--- src/rtl/data_mem_bridge_if.sv ---
// data_mem_bridge_if: SRAM-like data bus with addr_ok/data_ok handshake
interface data_mem_bridge_if #(parameter int AW = 32, parameter int DW = 32);
  logic          data_req;
  logic          data_wr;
  logic [1:0]    data_size;
  logic [AW-1:0] data_addr;
  logic [DW-1:0] data_wdata;
  logic [3:0]    data_wstrb;
  logic          data_addr_ok;
  logic          data_data_ok;
  logic [DW-1:0] data_rdata;
  modport master (
    output data_req, data_wr, data_size, data_addr, data_wdata, data_wstrb,
    input  data_addr_ok, data_data_ok, data_rdata
  );
  modport slave (
    input  data_req, data_wr, data_size, data_addr, data_wdata, data_wstrb,
    output data_addr_ok, data_data_ok, data_rdata
  );
endinterface

--- src/rtl/data_mem_bridge.sv ---
// data_mem_bridge: MEM-stage load/store to single-outstanding SRAM-like bus bridge
module data_mem_bridge #(
  parameter int AW = 32,
  parameter int DW = 32
) (
  input  logic          clk,
  input  logic          rst,
  input  logic          mem_en,
  input  logic          mem_wr,
  input  logic [1:0]    size,
  input  logic          load_unsigned,
  input  logic [AW-1:0] addr,
  input  logic [DW-1:0] wdata,
  input  logic          flush,
  output logic          stall_o,
  output logic [DW-1:0] rdata_o,
  output logic          rdata_valid,
  output logic          addr_err_load,
  output logic          addr_err_store,
  data_mem_bridge_if.master bus
);
  typedef enum logic [1:0] {IDLE, REQ, WAIT, DONE} state_t;
  state_t state;
  logic lu_q, discard;
  logic active, mis, start, done, disc;
  logic [3:0] wstrb;
  logic [1:0] bsize;
  logic [7:0] b;
  logic [15:0] h;
  logic [DW-1:0] ext;
  always_comb begin
    mis = (size == 2'b01 && addr[1:0] != 2'b00) || (size == 2'b10 && addr[0]);
    active = state == IDLE && mem_en && size != 2'b00 && !flush;
    start = active && !mis;
    addr_err_load = active && mis && !mem_wr;
    addr_err_store = active && mis && mem_wr;
    wstrb = !mem_wr ? 4'b0000 :
            size == 2'b01 ? 4'b1111 :
            size == 2'b10 ? (addr[1] ? 4'b1100 : 4'b0011) :
            4'b0001 << addr[1:0];
    bsize = size == 2'b01 ? 2'd2 : size == 2'b10 ? 2'd1 : 2'd0;
    done = ((state == REQ && bus.data_addr_ok) || state == WAIT) && bus.data_data_ok;
    disc = discard || flush;
    stall_o = state == REQ || state == WAIT || start;
    b = bus.data_rdata[{bus.data_addr[1:0], 3'b000} +: 8];
    h = bus.data_rdata[{bus.data_addr[1], 4'b0000} +: 16];
    ext = bus.data_size == 2'd2 ? bus.data_rdata :
          bus.data_size == 2'd1 ? {{16{!lu_q && h[15]}}, h} :
          {{24{!lu_q && b[7]}}, b};
  end
  always_ff @(posedge clk or posedge rst)
    if (rst) begin
      state <= IDLE;
      bus.data_req <= 1'b0;
      bus.data_wr <= 1'b0;
      bus.data_size <= 2'd0;
      bus.data_addr <= '0;
      bus.data_wdata <= '0;
      bus.data_wstrb <= 4'b0000;
      rdata_o <= '0;
      rdata_valid <= 1'b0;
      lu_q <= 1'b0;
      discard <= 1'b0;
    end else begin
      rdata_valid <= 1'b0;
      case (state)
        IDLE: if (start) begin
          state <= REQ;
          bus.data_req <= 1'b1;
          bus.data_wr <= mem_wr;
          bus.data_size <= bsize;
          bus.data_addr <= addr;
          bus.data_wdata <= wdata;
          bus.data_wstrb <= wstrb;
          lu_q <= load_unsigned;
          discard <= 1'b0;
        end
        REQ, WAIT: begin
          discard <= disc;
          if (state == REQ && bus.data_addr_ok) begin
            bus.data_req <= 1'b0;
            state <= WAIT;
          end
          // a flushed transaction still finishes on the bus but skips DONE
          if (done) begin
            state <= disc ? IDLE : DONE;
            discard <= 1'b0;
            if (!disc && !bus.data_wr) begin
              rdata_o <= ext;
              rdata_valid <= 1'b1;
            end
          end
        end
        default: state <= IDLE;
      endcase
    end
endmodule

--- src/flat_wrapper.sv ---
// flat-port wrapper written by rule: the top's interface ports become plain ports
module data_mem_bridge_flat 
#(
  parameter int AW = 32,
  parameter int DW = 32
)
  (clk, rst, mem_en, mem_wr, size, load_unsigned, addr, wdata, flush, stall_o, rdata_o, rdata_valid, addr_err_load, addr_err_store, bus_data_req, bus_data_wr, bus_data_size, bus_data_addr, bus_data_wdata, bus_data_wstrb, bus_data_addr_ok, bus_data_data_ok, bus_data_rdata);
  data_mem_bridge_if #(.AW(AW), .DW(DW)) bus_i ();
  input  logic clk;
  input  logic rst;
  input  logic mem_en;
  input  logic mem_wr;
  input  logic [1:0] size;
  input  logic load_unsigned;
  input  logic [AW-1:0] addr;
  input  logic [DW-1:0] wdata;
  input  logic flush;
  output logic stall_o;
  output logic [DW-1:0] rdata_o;
  output logic rdata_valid;
  output logic addr_err_load;
  output logic addr_err_store;
  output wire logic [$bits(bus_i.data_req)-1:0] bus_data_req;
  output wire logic [$bits(bus_i.data_wr)-1:0] bus_data_wr;
  output wire logic [$bits(bus_i.data_size)-1:0] bus_data_size;
  output wire logic [$bits(bus_i.data_addr)-1:0] bus_data_addr;
  output wire logic [$bits(bus_i.data_wdata)-1:0] bus_data_wdata;
  output wire logic [$bits(bus_i.data_wstrb)-1:0] bus_data_wstrb;
  input wire logic [$bits(bus_i.data_addr_ok)-1:0] bus_data_addr_ok;
  input wire logic [$bits(bus_i.data_data_ok)-1:0] bus_data_data_ok;
  input wire logic [$bits(bus_i.data_rdata)-1:0] bus_data_rdata;
  assign bus_data_req = bus_i.data_req;
  assign bus_data_wr = bus_i.data_wr;
  assign bus_data_size = bus_i.data_size;
  assign bus_data_addr = bus_i.data_addr;
  assign bus_data_wdata = bus_i.data_wdata;
  assign bus_data_wstrb = bus_i.data_wstrb;
  assign bus_i.data_addr_ok = bus_data_addr_ok;
  assign bus_i.data_data_ok = bus_data_data_ok;
  assign bus_i.data_rdata = bus_data_rdata;
  data_mem_bridge #(.AW(AW), .DW(DW)) u_core (.clk(clk), .rst(rst), .mem_en(mem_en), .mem_wr(mem_wr), .size(size), .load_unsigned(load_unsigned), .addr(addr), .wdata(wdata), .flush(flush), .stall_o(stall_o), .rdata_o(rdata_o), .rdata_valid(rdata_valid), .addr_err_load(addr_err_load), .addr_err_store(addr_err_store), .bus(bus_i));
endmodule
--- config.mk ---
export PLATFORM = sky130hd
export DESIGN_NAME = data_mem_bridge_flat
export DESIGN_NICKNAME = d
export VERILOG_FILES = /design/src/rtl/data_mem_bridge_if.sv /design/src/rtl/data_mem_bridge.sv /design/src/flat_wrapper.sv
export SDC_FILE = /design/constraint.sdc
export NUM_CORES = 1
export LEC_CHECK = 0
export ABC_AREA = 1
export CORE_MARGIN = 5
export CORE_UTILIZATION = 46
export CTS_CLUSTER_DIAMETER = 50
export DETAILED_ROUTE_END_ITERATION = 10
export PLACE_DENSITY = 0.86
export SLEW_MARGIN = 20
export SYNTH_ARGS = -nofsm -noshare
export SYNTH_HDL_FRONTEND = slang
export SYNTH_SLANG_ARGS = --single-unit
--- constraint.sdc ---
create_clock -name clk -period 9.06 [get_ports clk]
set_input_delay 1.359 -clock clk [delete_from_list [all_inputs] [get_ports clk]]
set_output_delay 1.359 -clock clk [all_outputs]
set_load 0.01 [all_outputs]
; Word-level counts from Yosys, hierarchy flattened
; Cells that the tools add are included.
[classes]
n_eq_ne = 9
shifts = 3
muxes = 22
n_reduce_logical = 35
[ops]
columns = operator, count
row1 = two-way mux 32 bit, 2
row2 = variable part select 32 x 6 -> 16 bit, 1
row3 = variable part select 32 x 6 -> 8 bit, 1
row4 = two-way mux 4 bit, 4
row5 = logical AND 1 bit, 14
row6 = two-way mux 2 bit, 5
row7 = two-way mux 1 bit, 8
row8 = equality test 2 x 1 -> 1 bit (second input constant), 3
row9 = equality test 2 bit (second input constant), 3
row10 = logical NOT 1 bit, 6
row11 = AND reduction 2 bit, 3
row12 = AND reduction 3 bit, 2
row13 = nonzero test 2 bit, 3
row14 = logical OR 1 bit, 5
row15 = inequality test 2 x 1 -> 1 bit (second input constant), 2
row16 = one-hot mux 1 bit (2 select lines), 2
row17 = one-hot mux 2 bit (2 select lines), 1
row18 = << shifter 1 x 2 -> 4 bit (first input constant), 1
row19 = inequality test 3 x 1 -> 1 bit (second input constant), 1
row20 = logical NOT 2 bit, 1
row21 = OR reduction 2 bit, 1
[word_totals]
register_bits = 109
inputBits = 106
out_inout_bits = 108
word_cells = 80

; Depth between registers and ports, before layout
; Gate-level depths: netlist of the first run.
[depth]
depth_word = 7
mapped_depth = 11
depth_no_buf = 10

; Least setup slack after synthesis of the first run
; OpenSTA, ideal clock, no wires.
[synth_path]
path_type = input to output
start = input size[1]
end = output stall_o
t_arrival_ps = 2214
required_ps = 7701
path_slack_ps = 5487
path_stages = 8
path_buffers = 2
cell_sequence = inv_1 -> nand2_1 -> nand2_1 -> nand2_1 -> nand2_2 -> buf_2 -> buf_2 -> nand2_1
[synth_via]
elab_chain_cells = 6
word_cells_on_any_way = 11
classes_between = eq/ne (2) / reduce/logical (9)
[synth_rtl]
columns = element, line_no
row1 = from (decl), flat_wrapper.sv:13  ; input logic [1:0] size;
row2 = equality test 2 x 1 -> 1 bit / equality test 2 bit (equally long branches), data_mem_bridge.sv:32  ; mis = (size == 2'b01 && addr[1:0] != 2'b00) || (size == 2'b10 && addr[0]);
row3 = logical AND 1 bit, data_mem_bridge.sv:32
row4 = logical OR 1 bit, data_mem_bridge.sv:32
row5 = logical NOT 1 bit, data_mem_bridge.sv:34  ; start = active && !mis;
row6 = logical AND 1 bit *, data_mem_bridge.sv:34
row7 = logical OR 1 bit *, data_mem_bridge.sv:44  ; stall_o = state == REQ || state == WAIT || start;
row8 = to (decl), flat_wrapper.sv:18  ; output logic stall_o;
; Every way passes the cells marked *; elsewhere a longest branch is shown, timed or not.

; Worst setup path in the final report of the first run
[layout_path]
start = input mem_en
end = output addr_err_store
[layout_via]
elab_chain_cells = 5
[layout_rtl]
columns = element, line_no
row1 = from (decl), flat_wrapper.sv:11  ; input logic mem_en;
row2 = logical AND 1 bit (3 in a row), data_mem_bridge.sv:33  ; active = state == IDLE && mem_en && size != 2'b00 && !flush;
row3 = logical AND 1 bit (2 in a row), data_mem_bridge.sv:36  ; addr_err_store = active && mis && mem_wr;
row4 = to (decl), flat_wrapper.sv:22  ; output logic addr_err_store;
; Every way passes these cells.

==> out/summary.txt, run 1 <==
Initial antenna violation count: 0
Slew headroom: 29.9%
CTS tree: built
First-pass GRT wire length: 24.0 mm
Least-Margin Pin Slew: 1.05 ns
Later-pin clock latency in the skew report: 0.37 ns
Psw: 0.000958 W
Rows: 38
Combinational share of power: 51.5%
WS Path Type: primary input to output port
Worst Hold Class: flip-flop to flip-flop
Antenna viol nets, final: 0
Post-Syn Area per Cell: 7.66 um2
PostCTS Resize Cnt: 0
Leak Pwr: 3.79 nW
Final GP Congestion: 0.880
Seq pwr share: 36.0%
Post-synth top area share: 54.3%
Ratio of cells with drive above 1 in the final layout: 4.99%
CTS root buf: clkbuf_8
Clock Power Share: 12.5%
Nets: 967
Register area share after synthesis: 54.3%
Power Internal: 0.00145 W
All-layer global routing usage: 23.4%
Post-DR vias/cell: 4.76
Ports: 214
Flop and latch count out of synthesis: 109
Max-cap violations: 0
Area contributors post-synth: dfrtp_1 54%, nand2_1 23%, nor2_1 5.8%, inv_1 3.4%, o21ai_0 2.9%
Critical path data required time: 7.70 ns
Post-CTS Hold Buffers: 0
CP Capture Type: output port
CTS Buf Count: 9
Count of warnings emitted by yosys: 0
Placeable Area: 10800 um2
Largest net degree at the start of global routing: 78
Sw frac: 39.8%
Fillers: 872
Placed Cells: 986
Full die area: 13100 um2
ANT cells: 0
Clock tree buffer depth: 2
Setup violations, final: 0
Maximum VDD drop: 0.000213 V
Initial drt markers: 291
DRC: 0
CP arrival: 2.94 ns
Final hold violations: 0
Min Clock Period, post-route: 4.30 ns
Total global routing overflow: 0
Period Utilization, post-route: 47.4%
Via count: 4772
Die Ht: 115 um
Mapped Area: 5020 um2
Register area: 2730 um2
Hpwl dp: 11.2 mm
Initial cell density of the core: 46.5%
Setup bufs post-CTS: 0
Slew Viols, Final: 0
Multi-input gate area: 1980 um2
Distinct cells, synth: 23
Syn Inst Count: 656
H-Tree Depth: 3
Chip width: 115 um
Vias in the first global route: 4762
Status: completed
Setup TNS: 0 ns
Worst-path clk slew: 0.11 ns
WL/cell: 15.3 um
Port Buffers: 213
F_max: 233 MHz
Drt total wl: 15.3 mm
Syn_nets: 766
Critical path fanouts, max: 2
Iteration count of the initial detailed-routing pass: 5
Power Dens Cells: 324 nW/um2
Area growth, synth to finish: 47.9%
Post-Layout Cell Count: 1002
Post-synth top area cell: dfrtp_1
Critical Path Source Type: primary input
Setup Skew: 0.0133 ns
Clk sinks: 109
Unrepaired setup endpoints after global routing: false
## state kept, by name (all words and copies together), names as in the netlist
signal	flops
u_core.bus.data_addr	32
u_core.bus.data_wdata	32
u_core.rdata_o	32
u_core.bus.data_wstrb	4
u_core.bus.data_size	2
u_core.state	2
u_core.bus.data_req	1
u_core.bus.data_wr	1
u_core.discard	1
u_core.lu_q	1
u_core.rdata_valid	1
## cell usage after synthesis (all sizes together)
master	n
a21oi	25
buf	17
clkbuf	10
dfrtp	109
ha	4
inv	50
nand2	309
nand3	20
nand4	1
nor2	79
o21a	1
o21ai	31
## layer usage
metal | part of all wire [%] | vias to the layer above | global-route usage, %
met1 | 40 | 2169 | 29.6
li1 | - | 2389 | -
met2 | 45 | 190 | 36.6
met5 | 0 | - | 0
met4 | 2.4 | 0 | 8.31
met3 | 12 | 24 | 8.99
## placed cells by master (no fill, tap or decap), drive strengths merged
cell type,n
inv,54
nand3,20
clkdlybuf4s50,213
clkbuf,10
a21oi,25
clkinv,2
o21ai,31
dfrtp,109
ha,4
nand2,309
nor2,79
buf,4
nand4,1
o21a,1
## kinds of logic after synthesis
family / Yosys count / share of synthesized area, %
and+or+nand+nor: 409 / 31.7
DFF: 109 / 54.3
buffers and inverters: 77 / 6.35
AOI/OAI and AO/OA: 57 / 6.70
adders and majority gates: 4 / 0.996
## worst paths after layout
kind | start | end | slack, ns | cells after the start
setup / recovery | mem_en | addr_err_store | 4.76 | 6
hold / removal | u_core.bus.data_addr[25] | u_core.bus.data_addr[25] | 0.49 | 2
setup reg to reg | u_core.state[0] | u_core.state[0] | 6.68 | 11
hold reg to reg | u_core.bus.data_addr[25] | u_core.bus.data_addr[25] | 0.49 | 2
max in group asynchronous | rst | u_core.bus.data_wdata[3] | 6.45 | 3
min in group asynchronous | rst | u_core.bus.data_addr[17] | 1.43 | 2
## stage by stage
stage	cell area [um2]	hold slack (ns)	power, W	setup WS, ns	utilization [%]
after floorplan	5020	0.503	0.00146	4.83	-
after global placement	7230	0.461	0.00209	4.81	67.0
after detailed placement	7230	0.464	0.00212	4.76	67.0
after CTS	7430	0.492	0.00243	4.75	68.9
after global routing	7430	0.508	0.00259	4.63	68.9
final	7430	0.489	0.00241	4.76	68.9
## area by class of cell
class / count / share of cell area (%)
flip-flops and latches: 109 / 36.7
repair buffers: 217 / 29.1
multi-input cells: 470 / 26.6
inverters: 50 / 2.56
well taps: 140 / 2.36
clock buffers: 10 / 1.85
clock inverters: 6 / 0.842
## power by group through the flow
| stage | sequential [W] | combinational (W) | clock (W) |
|---|---|---|---|
| after global placement | 0.000867 | 0.00122 | 0 |
| final | 0.000866 | 0.00124 | 0.000301 |
| after global routing | 0.000900 | 0.00137 | 0.000322 |
| after floorplan | 0.000959 | 0.000498 | 0 |
| after CTS | 0.000867 | 0.00126 | 0.000308 |
| after detailed placement | 0.000868 | 0.00125 | 0 |
## critical path: stages
cell	delay, ns
clkdlybuf4s50_1	0.47
nand3_1	0.12
nor2_1	0.18
nand3_1	0.14
nor2_1	0.11
clkdlybuf4s50_1	0.56
Power figures use the tool's default switching activity.
==> inputs of run 2 (changes only) <==
--- a/config.mk
+++ b/config.mk
@@ -7,10 +7,10 @@
 export LEC_CHECK = 0
 export ABC_AREA = 1
 export CORE_MARGIN = 5
-export CORE_UTILIZATION = 46
+export CORE_UTILIZATION = 43
 export CTS_CLUSTER_DIAMETER = 50
 export DETAILED_ROUTE_END_ITERATION = 10
-export PLACE_DENSITY = 0.86
+export PLACE_DENSITY = 0.81
 export SLEW_MARGIN = 20
 export SYNTH_ARGS = -nofsm -noshare
 export SYNTH_HDL_FRONTEND = slang
==> constraint.sdc (replaced) <==
create_clock -name clk -period 4.39 [get_ports clk]
set_input_delay 0.6585 -clock clk [delete_from_list [all_inputs] [get_ports clk]]
set_output_delay 0.6585 -clock clk [all_outputs]
set_load 0.01 [all_outputs]
==> out/summary.txt, run 2 (synthesis results as in run 1) <==
Status: completed
Setup TNS: 0 ns (unchanged)
Worst R2R End: u_core.state[0]
All-layer global routing usage: 22.1% (-1.3 points)
Psw: 0.00199 W (+110%)
Unrepaired setup endpoints after global routing: false
Hold endpoint: u_core.bus.data_wdata[3]
Chip width: 118 um (+3.1%)
Worst Hold Class: flip-flop to flip-flop
Largest net degree at the start of global routing: 78 (unchanged)
Iteration count of the initial detailed-routing pass: 5 (unchanged)
Critical path fanouts, max: 6 (+4)
Final GP Congestion: 0.857 (-2.6%)
Critical path data required time: 3.73 ns (-3.97 ns)
Port Buffers: 213 (unchanged)
Worst-path clk slew: 0.07 ns (-0.04 ns)
Ports: 214 (unchanged)
Drt total wl: 15.6 mm (+1.7%)
Initial cell density of the core: 44.0% (-2.6 points)
Setup Skew: 0.00704 ns (-0.00626 ns)
Full die area: 13900 um2 (+6.4%)
Top Registers: u_core.bus.data_addr (32), u_core.bus.data_wdata (32), u_core.rdata_o (32)
Wire length on met3: 1.70 mm (-8.3%)
Nets: 968 (+0.10%)
Power Internal: 0.00320 W (+120%)
Max-cap violations: 0 (unchanged)
ANT cells: 0 (unchanged)
Rows: 39 (+2.6%)
Slew headroom: 30.2% (+0.27 points)
Initial drt markers: 345 (+19%)
Crit Reg-Reg Startpoint: u_core.state[0]
Min Clock Period, post-route: 2.92 ns
DRC: 0 (unchanged)
CTS tree: built
Placed Cells: 990 (+0.41%)
Sw frac: 38.3% (-1.5 points)
Area growth, synth to finish: 50.3%
Critical Path Source Type: primary input
FF-to-FF setup slack: 2.10 ns (-4.58 ns)
Vias in the first global route: 4822 (+1.3%)
Placeable Area: 11400 um2 (+5.8%)
CTS Buf Count: 9 (unchanged)
Maximum VDD drop: 0.000397 V (+86%)
Hpwl dp: 11.3 mm (+0.68%)
WS Path Type: primary input to output port
Reg2Reg Depth: 11 (unchanged)
Setup violations, final: 0 (unchanged)
Antenna viol nets, final: 0 (unchanged)
Post-CTS Hold Buffers: 0 (unchanged)
Most frequent cells in the layout: 306 x nand2_1, 213 x clkdlybuf4s50_1, 109 x dfrtp_1
Top sig layer: met4
Post-Layout Cell Count: 1006 (+0.40%)
Final hold violations: 0 (unchanged)
CP Capture Type: output port
Clock tree buffer depth: 2 (unchanged)
Least-Margin Pin Slew: 1.05 ns (-0.00245 ns)
F_max: 342 MHz
Hold Crit Start: u_core.bus.data_wdata[3]
Initial antenna violation count: 0 (unchanged)
Metal2 WL: 7.25 mm (+4.3%)
Power Dens Cells: 687 nW/um2 (+110%)
Commonest non-fill, non-tap cell in the layout: nand2_1
Die Ht: 118 um (+3.1%)
Ratio of cells with drive above 1 in the final layout: 5.10% (+0.11 points)
Period Utilization, post-route: 66.6%
Total global routing overflow: 0 (unchanged)
Setup bufs post-CTS: 0 (unchanged)
CTS root buf: clkbuf_16
Clock Power Share: 16.2% (+3.7 points)
Via count: 4807 (+0.73%)
Combinational share of power: 49.2% (-2.3 points)
PostCTS Resize Cnt: 0 (unchanged)
Post-DR vias/cell: 4.78 (+0.33%)
Later-pin clock latency in the skew report: 0.35 ns (-0.02 ns)
Met1 WL: 6.40 mm (+3.9%)
Worst Hold Path Cells: 2 (unchanged)
WL/cell: 15.5 um (+1.3%)
First-pass GRT wire length: 24.9 mm (+3.7%)
H-Tree Depth: 3 (unchanged)
Clk sinks: 109 (unchanged)
Slew Viols, Final: 0 (unchanged)
Seq pwr share: 34.5% (-1.5 points)
CP arrival: 2.27 ns (-0.67 ns)
Leak Pwr: 3.83 nW (+1.0%)
Total Power: 0.00519 W (+120%)
[run 2: cell count changes in the layout (fill, tap and decap cells not counted)]
cell,previous run,this run
inv_8,4,2
clkbuf_8,10,0
clkinvlp_4,0,4
buf_4,4,5
clkinv_4,2,0
clkbuf_16,0,9
bufinv_16,0,1
[run 2: power by group through the flow]
stage | registers (W) | clock network, W | logic (W)
finish | 0.00179 | 0.000843 | 0.00256
CTS | 0.00179 | 0.000860 | 0.00259
global placement | 0.00179 | 0 | 0.00254
floorplan | 0.00198 | 0 | 0.00103
global route | 0.00185 | 0.000894 | 0.00282
detailed placement | 0.00179 | 0 | 0.00257
[run 2: critical path: stages]
cell	delay, ns
clkdlybuf4s50_1	0.44
inv_1	0.08
nand2_1	0.12
nand2_1	0.13
nand3_1	0.14
nor2_1	0.12
clkdlybuf4s50_1	0.56
[run 2: per-stage QoR]
step | utilization [%] | worst slack, ns | hold slack (ns) | area (um2)
6_report | 66.1 | 1.47 | 0.481 | 7550
3_5_place_dp | 63.4 | 1.49 | 0.464 | 7240
4_1_cts | 66.1 | 1.46 | 0.484 | 7550
2_1_floorplan | - | 0.858 | 0.503 | 5020
5_1_grt | 66.1 | 1.30 | 0.494 | 7550
3_3_place_gp | 63.4 | 1.53 | 0.460 | 7240
[run 2: cell type report]
| cell class | instances | area [um2] |
|---|---|---|
| fill | 977 | 3870 |
| sequential | 109 | 2730 |
| timing repair buffer | 218 | 2170 |
| multi-input combinational | 470 | 1980 |
| clock buffer | 9 | 225 |
| inverter | 50 | 190 |
| tap | 143 | 179 |
| clock inverter | 7 | 82.6 |
[run 2: metal layers]
layer | vias up | global-route usage [%]
met1 | 2201 | 27.6
met4 | 0 | 6.45
li1 | 2396 | -
met3 | 18 | 8.84
met5 | - | 0
met2 | 192 | 35.3
[run 2: worst max path at each step]
stage | to | from | cells past startpoint
2_1_floorplan | u_core.bus.data_addr[0] | rst | 1
3_3_place_gp | addr_err_load | flush | 7
3_5_place_dp | addr_err_load | flush | 7
4_1_cts | addr_err_load | size[1] | 7
5_1_grt | addr_err_load | flush | 7
6_report | addr_err_load | size[1] | 7
